## config.mk

```make
export PLATFORM = sky130hd
export DESIGN_NAME = pipe_stage_regs
export DESIGN_NICKNAME = d
export VERILOG_FILES = /design/src/rtl/pipe_stage_regs.sv
export SDC_FILE = /design/constraint.sdc
export NUM_CORES = 1
export LEC_CHECK = 0
export CORE_AREA = 3 3 377 379
export DETAILED_ROUTE_END_ITERATION = 7
export DIE_AREA = 0 0 380 382
export MAX_ROUTING_LAYER = met4
export PLACE_DENSITY_LB_ADDON = 0.12
export SYNTH_ARGS = -nofsm -noshare
export SYNTH_HDL_FRONTEND = slang
export SYNTH_SLANG_ARGS = --single-unit
```

## constraint.sdc

```tcl
create_clock -name clk -period 5.3 [get_ports clk]
set_clock_uncertainty 0.05 [all_clocks]
set_input_delay 1.325 -clock clk [delete_from_list [all_inputs] [get_ports clk]]
set_output_delay 1.325 -clock clk [all_outputs]
set_load 0.01 [all_outputs]
```

## src/rtl/pipe_stage_regs.sv

```systemverilog
// pipe_stage_regs
// ---------------
// Pipeline register bank for a five-stage Y86-64 core. It holds three groups
// of registers and a set of performance counters:
//   - F: the predicted PC.
//   - D: the fetch-to-decode register.
//   - E: the decode-to-execute register.
//   - Saturating counters for cycles, inserted bubbles and stall cycles.
// The hazard unit's stall and bubble requests act on these registers.
// A halt from writeback freezes every register and every counter.
//
// Ports
//   clk, rst                  rising-edge clock, synchronous active-high reset
//   F_stall                   hold the F register
//   D_stall, D_bubble         hold or flush the D register (stall wins)
//   E_bubble                  flush the E register
//   halt                      freeze every register and counter
//   f_predPC -> F_predPC      predicted PC
//   f_* -> D_*                fetch outputs into the decode register
//   d_* -> E_*                decode outputs into the execute register
//   cyc_cnt                   non-halted cycles since reset
//   bubble_cnt                bubbles inserted into D plus bubbles inserted into E
//   stall_cnt                 cycles with D_stall applied
module pipe_stage_regs #(
  parameter logic [63:0] RESET_PC = 64'h0,
  parameter int          CNT_W    = 32
) (
  input  logic             clk,
  input  logic             rst,
  input  logic             F_stall,
  input  logic             D_stall,
  input  logic             D_bubble,
  input  logic             E_bubble,
  input  logic             halt,
  input  logic [63:0]      f_predPC,
  output logic [63:0]      F_predPC,
  input  logic [3:0]       f_stat,
  input  logic [3:0]       f_icode,
  input  logic [3:0]       f_ifun,
  input  logic [3:0]       f_rA,
  input  logic [3:0]       f_rB,
  input  logic [63:0]      f_valC,
  input  logic [63:0]      f_valP,
  output logic [3:0]       D_stat,
  output logic [3:0]       D_icode,
  output logic [3:0]       D_ifun,
  output logic [3:0]       D_rA,
  output logic [3:0]       D_rB,
  output logic [63:0]      D_valC,
  output logic [63:0]      D_valP,
  input  logic [3:0]       d_stat,
  input  logic [3:0]       d_icode,
  input  logic [3:0]       d_ifun,
  input  logic [63:0]      d_valC,
  input  logic [63:0]      d_valA,
  input  logic [63:0]      d_valB,
  input  logic [3:0]       d_dstE,
  input  logic [3:0]       d_dstM,
  input  logic [3:0]       d_srcA,
  input  logic [3:0]       d_srcB,
  output logic [3:0]       E_stat,
  output logic [3:0]       E_icode,
  output logic [3:0]       E_ifun,
  output logic [63:0]      E_valC,
  output logic [63:0]      E_valA,
  output logic [63:0]      E_valB,
  output logic [3:0]       E_dstE,
  output logic [3:0]       E_dstM,
  output logic [3:0]       E_srcA,
  output logic [3:0]       E_srcB,
  output logic [CNT_W-1:0] cyc_cnt,
  output logic [CNT_W-1:0] bubble_cnt,
  output logic [CNT_W-1:0] stall_cnt
);

  localparam logic [3:0] STAT_AOK  = 4'h1;
  localparam logic [3:0] ICODE_NOP = 4'h1;
  localparam logic [3:0] RNONE     = 4'hF;

  typedef struct packed {
    logic [3:0]  stat;
    logic [3:0]  icode;
    logic [3:0]  ifun;
    logic [3:0]  ra;
    logic [3:0]  rb;
    logic [63:0] valc;
    logic [63:0] valp;
  } d_reg_t;

  typedef struct packed {
    logic [3:0]  stat;
    logic [3:0]  icode;
    logic [3:0]  ifun;
    logic [63:0] valc;
    logic [63:0] vala;
    logic [63:0] valb;
    logic [3:0]  dste;
    logic [3:0]  dstm;
    logic [3:0]  srca;
    logic [3:0]  srcb;
  } e_reg_t;

  // A bubble is a NOP that carries an AOK status. It touches no register,
  // so every register field is RNONE.
  localparam d_reg_t D_BUBBLE = '{stat: STAT_AOK, icode: ICODE_NOP, ifun: 4'h0,
                                  ra: RNONE, rb: RNONE, valc: 64'h0, valp: 64'h0};
  localparam e_reg_t E_BUBBLE = '{stat: STAT_AOK, icode: ICODE_NOP, ifun: 4'h0,
                                  valc: 64'h0, vala: 64'h0, valb: 64'h0,
                                  dste: RNONE, dstm: RNONE, srca: RNONE, srcb: RNONE};

  logic [63:0]      f_pc_q, f_pc_d;
  d_reg_t           d_q, d_d;
  e_reg_t           e_q, e_d;
  logic [CNT_W-1:0] cyc_cnt_q, cyc_cnt_d;
  logic [CNT_W-1:0] bubble_cnt_q, bubble_cnt_d;
  logic [CNT_W-1:0] stall_cnt_q, stall_cnt_d;

  logic             d_bubble_fire;
  logic             e_bubble_fire;
  logic [1:0]       bubble_inc;
  logic [CNT_W:0]   cyc_sum;
  logic [CNT_W:0]   bubble_sum;
  logic [CNT_W:0]   stall_sum;

  // Next-state logic for the pipeline registers.
  // Halt has top priority and holds everything. On D, a stall beats a bubble.
  always_comb begin
    f_pc_d = f_pc_q;
    d_d    = d_q;
    e_d    = e_q;
    if (!halt) begin
      if (!F_stall) begin
        f_pc_d = f_predPC;
      end
      if (!D_stall) begin
        if (D_bubble) begin
          d_d = D_BUBBLE;
        end else begin
          d_d = '{stat: f_stat, icode: f_icode, ifun: f_ifun, ra: f_rA, rb: f_rB,
                  valc: f_valC, valp: f_valP};
        end
      end
      if (E_bubble) begin
        e_d = E_BUBBLE;
      end else begin
        e_d = '{stat: d_stat, icode: d_icode, ifun: d_ifun,
                valc: d_valC, vala: d_valA, valb: d_valB,
                dste: d_dstE, dstm: d_dstM, srca: d_srcA, srcb: d_srcB};
      end
    end
  end

  // Counter next-state logic.
  // Each sum is one bit wider than its counter, so the carry out of the top
  // bit flags an overflow. An overflowing sum clamps to all-ones; this also
  // covers a +2 step that starts at all-ones minus one.
  always_comb begin
    d_bubble_fire = !halt && !D_stall && D_bubble;
    e_bubble_fire = !halt && E_bubble;
    bubble_inc    = {1'b0, d_bubble_fire} + {1'b0, e_bubble_fire};
    cyc_sum       = {1'b0, cyc_cnt_q} + {{CNT_W{1'b0}}, 1'b1};
    bubble_sum    = {1'b0, bubble_cnt_q} + {{(CNT_W-1){1'b0}}, bubble_inc};
    stall_sum     = {1'b0, stall_cnt_q} + {{CNT_W{1'b0}}, D_stall};
    cyc_cnt_d     = cyc_cnt_q;
    bubble_cnt_d  = bubble_cnt_q;
    stall_cnt_d   = stall_cnt_q;
    if (!halt) begin
      cyc_cnt_d    = cyc_sum[CNT_W]    ? '1 : cyc_sum[CNT_W-1:0];
      bubble_cnt_d = bubble_sum[CNT_W] ? '1 : bubble_sum[CNT_W-1:0];
      stall_cnt_d  = stall_sum[CNT_W]  ? '1 : stall_sum[CNT_W-1:0];
    end
  end

  // Register update. Reset overrides halt, stall and bubble on the same edge.
  always_ff @(posedge clk) begin
    if (rst) begin
      f_pc_q       <= RESET_PC;
      d_q          <= D_BUBBLE;
      e_q          <= E_BUBBLE;
      cyc_cnt_q    <= '0;
      bubble_cnt_q <= '0;
      stall_cnt_q  <= '0;
    end else begin
      f_pc_q       <= f_pc_d;
      d_q          <= d_d;
      e_q          <= e_d;
      cyc_cnt_q    <= cyc_cnt_d;
      bubble_cnt_q <= bubble_cnt_d;
      stall_cnt_q  <= stall_cnt_d;
    end
  end

  assign F_predPC   = f_pc_q;
  assign D_stat     = d_q.stat;
  assign D_icode    = d_q.icode;
  assign D_ifun     = d_q.ifun;
  assign D_rA       = d_q.ra;
  assign D_rB       = d_q.rb;
  assign D_valC     = d_q.valc;
  assign D_valP     = d_q.valp;
  assign E_stat     = e_q.stat;
  assign E_icode    = e_q.icode;
  assign E_ifun     = e_q.ifun;
  assign E_valC     = e_q.valc;
  assign E_valA     = e_q.vala;
  assign E_valB     = e_q.valb;
  assign E_dstE     = e_q.dste;
  assign E_dstM     = e_q.dstm;
  assign E_srcA     = e_q.srca;
  assign E_srcB     = e_q.srcb;
  assign cyc_cnt    = cyc_cnt_q;
  assign bubble_cnt = bubble_cnt_q;
  assign stall_cnt  = stall_cnt_q;

endmodule
```

==> metrics.md <==
| Metric | Value |
|---|---|
| Status | completed |
| CTS buffer count | 75 |
| Register area share after synthesis | 0.538 |
| RSZ-0062 raised after global routing | no |
| WP data required | 5.80 ns |
| Setup CP Type | primary input to flop |
| Fin util | 0.243 |
| Design area | 0.0338 mm^2 |
| DP Area | 0.0314 mm^2 |
| Synth Area in Adders | 0.00356 |
| Post-Synthesis Cells | 2214 |
| Max stage delay cell, worst path | or3_1 |
| Clock Tree Buf Depth | 3 |
| Resize count post-CTS | 0 |
| CP Data Arrival Time | 4.44 ns |
| Vias in the first global route | 20100 |
| GR Util met2 | 0.237 |
| Crit Path Max Fanout | 17 |
| Final hold violations | 0 |
| Clock Latency Late Sink | 0.66 ns |
| Fin nets | 3552 |
| Number of synthesized flops with an enable pin | 0 |
| GP Congestion | 0.806 |
| All-Layer GR Usage | 0.145 |
| Boundary Pins | 967 |
| Ranking of synthesized cells by area | dfxtp_1, a22oi_1, a21oi_1 |
| Setup Viol. Count Final | 0 |
| LEAKAGE | 11.5 nW |
| Top-area cell type share of the netlist area | 0.538 |
| Initial drt markers | 757 |
| Crit path top cell by count | nand2_1 |
| Row count | 137 |
| Ys async rst share | 0 |
| Syn Area/Cell | 8.88 um^2 |
| Total number of vias | 19800 |
| Post-CTS setup repair buffer count | 0 |
| Vias per cell | 3.91 |
| Power per cell area | 305 mW/mm^2 |
| Synth cell types | 54 |
| H-tree levels | 3 |
| Post-Synth Simple-Gate Area | 0.219 |
| Die width | 380 um |
| Period utilisation layout | 0.743 |
| Synth area leader | dfxtp_1 |
| Core area | 0.139 mm^2 |
| Mux contribution to synthesized area | 0.00458 |
| Maximum VDD drop | 192 uV |
| Synth Register Bits | 528 |
| Final Power | 0.0103 W |
| Crit-path cells | clkdlybuf4s50_1, nor2_4, nand2_1, fa_1, inv_1, ha_1, nand4b_1, or3_1, nor2_1, nand2_1, a21oi_1 |
| Clk slew on worst S/H paths | 0.05 ns |
| Top FF cell, synth | dfxtp_1 |
| Met3 usage | 0.0631 |
| Syn Std Cell Area | 0.0197 mm^2 |
| Slew Viols, Final | 0 |
| Worst hold path class | flop to flop |
| GR Overflow Total | 0 |
| Compound-Gate Fraction of Synth Area | 0.167 |
| Startpoint Class | primary input |
| Global-route wire length before repair | 150 mm |
| XOR/XNOR share of the synthesized area | 0.0281 |
| Count of hold buffers inserted by post-cts repair | 0 |
| Share of cells above drive strength 1 | 0.0515 |
| DRC violations left | 0 |
| CP Capture Type | flop |
| TNS Setup | 0 ns |
| Largest family of logic cells by synthesized area | simple AND/OR/NAND/NOR gates |
| WHS Path Cells | 2 |
| Die area | 0.145 mm^2 |
| Detailed placement HPWL | 78.8 mm |
| Initial Util | 0.141 |
| Fmax | 0.254 GHz |
| Syn_nets | 2658 |
| Largest net degree at the start of global routing | 109 |
| GRT busiest layer | met2 |
| Max_cap viols | 0 |
| Drt pass-1 iters | 6 |
| CTS tree | built |
| Yosys warns | 0 |
| Wire length per cell | 21.2 um |
| Antenna viol nets, final | 0 |
| Initial antenna violation count | 18 |
| # port buffers | 966 |
| Relative slew slack | 0.304 |
| Global routing usage on met1 | 0.157 |
| Drt total wl | 107 mm |
| # clock sinks | 528 |
| Slowest stage delay, CP | 0.56 ns |
| Vert. Die Dim | 382 um |
| Area growth syn-to-layout | 72.1% |
| Root buffer cell | clkbuf_16 |
| Least-Margin Pin Slew | 1.03 ns |
| Period minus WS final | 3.94 ns |
| Worst R2R Path Depth | 9 |
[where the power goes]
part | total [W] | switching [W] | internal, W
registers | 0.00417 | 0.0000701 | 0.00410
clock network | 0.00501 | 0.00202 | 0.00299
logic | 0.00115 | 0.000526 | 0.000623
[cell usage in the layout, fill, tap and decap left out, types with 4 or more instances in the layout]
cell / count
a211oi_1: 8
a21oi_1: 259
a221oi_1: 5
a22oi_1: 201
a31oi_1: 9
and2_1: 4
and3_1: 25
and4_1: 9
buf_12: 9
buf_4: 28
clkbuf_1: 28
clkbuf_16: 76
clkbuf_8: 14
clkdlybuf4s50_1: 963
clkinv_2: 5
dfxtp_1: 528
diode_2: 17
ha_1: 4
inv_1: 16
mux2i_1: 9
nand2_1: 302
nand2b_1: 18
nand3_1: 23
nand3b_1: 139
nand4_1: 36
nor2_1: 246
nor3_1: 34
nor4_1: 4
o21ai_0: 15
o21bai_1: 11
o22ai_1: 18
or3_1: 5
xnor2_1: 25
xor2_1: 38
[sequential cells by signal (all words and copies together) (netlist names)]
name and cells:
bubble_cnt 32, E_srcB 4, D_rB 4, D_ifun 4
E_valA 64, F_predPC 64, D_valC 64, E_stat 4
E_dstE 4, D_stat 4, E_valC 64, E_srcA 4
E_dstM 4, E_ifun 4, D_valP 64, D_icode 4
E_valB 64, cyc_cnt 32, D_rA 4, E_icode 4
stall_cnt 32
[worst paths after layout]
kind / startpoint / end / slack (ns)
worst min-delay path: D_valC[39] / D_valC[39] / 0.40
worst max register to register: bubble_cnt[0] / bubble_cnt[9] / 2.31
worst max-delay path: D_stall / bubble_cnt[9] / 1.36
worst min register to register: D_valC[39] / D_valC[39] / 0.40
[cells by family (layout without fill, tap and decap cells)]
kind of cell / Yosys count / in the layout
multiplexers: 9 / 9
AO/OA/AOI/OAI: 532 / 532
buffers and inverters: 202 / 1151
flip-flops: 528 / 528
adder cells (fa/ha/maj): 5 / 5
AND/OR/NAND/NOR: 875 / 875
XOR/XNOR: 63 / 63
other: 0 / 17
[worst max-delay path, delay by kind of cell]
family	cells	cell delay (ns)
AOI/OAI and AO/OA	1	0.27
adders and majority gates	2	0.67
buffers and inverters	2	0.58
and+or+nand+nor	6	1.59
[final cells by class]
type | instances | area (um^2)
Inverter | 17 | 63.8
Multi-Input combinational cell | 1484 | 8320
Clock buffer | 117 | 2190
Clock inverter | 15 | 240
Tap cell | 1876 | 2350
Fill cell | 15200 | 105000
Antenna cell | 17 | 42.5
Timing Repair Buffer | 1002 | 10100
Sequential cell | 528 | 10600
[cell usage after synthesis, drive strengths merged, types with 5 or more instances]
master and instances:
and3 26, a22oi 201, nand2b 18, or2 5
nand3 23, nand3b 139, nor4 5, nand2 302
or3 7, buf 9, o22ai 18, a211oi 8
mux2i 9, nand4 37, and2 5, nor2 249
o21bai 11, a31oi 9, nor3 35, xor2 38
clkbuf 175, a221oi 5, dfxtp 528, a21oi 259
xnor2 25, and4 9, o21ai 15, inv 17
[routing by layer]
layer,share of wire,vias to the layer above,wire length (um)
met3,0.096,125,10300
met5,0,-,0
met2,0.49,744,52400
met4,0.024,0,2610
met1,0.39,9356,41700
li1,-,9544,-
[through the flow]
step | setup WS (ns) | hold slack (ns) | cells
after CTS | 1.44 | 0.400 | 5039
after floorplan | 0.834 | 0.426 | 2214
final | 1.36 | 0.398 | 5056
after detailed placement | 0.721 | 0.393 | 4907
after global routing | 1.14 | 0.409 | 5055
after global placement | 0.751 | 0.387 | 4907
No activity file was read; power rests on OpenSTA's default activity.
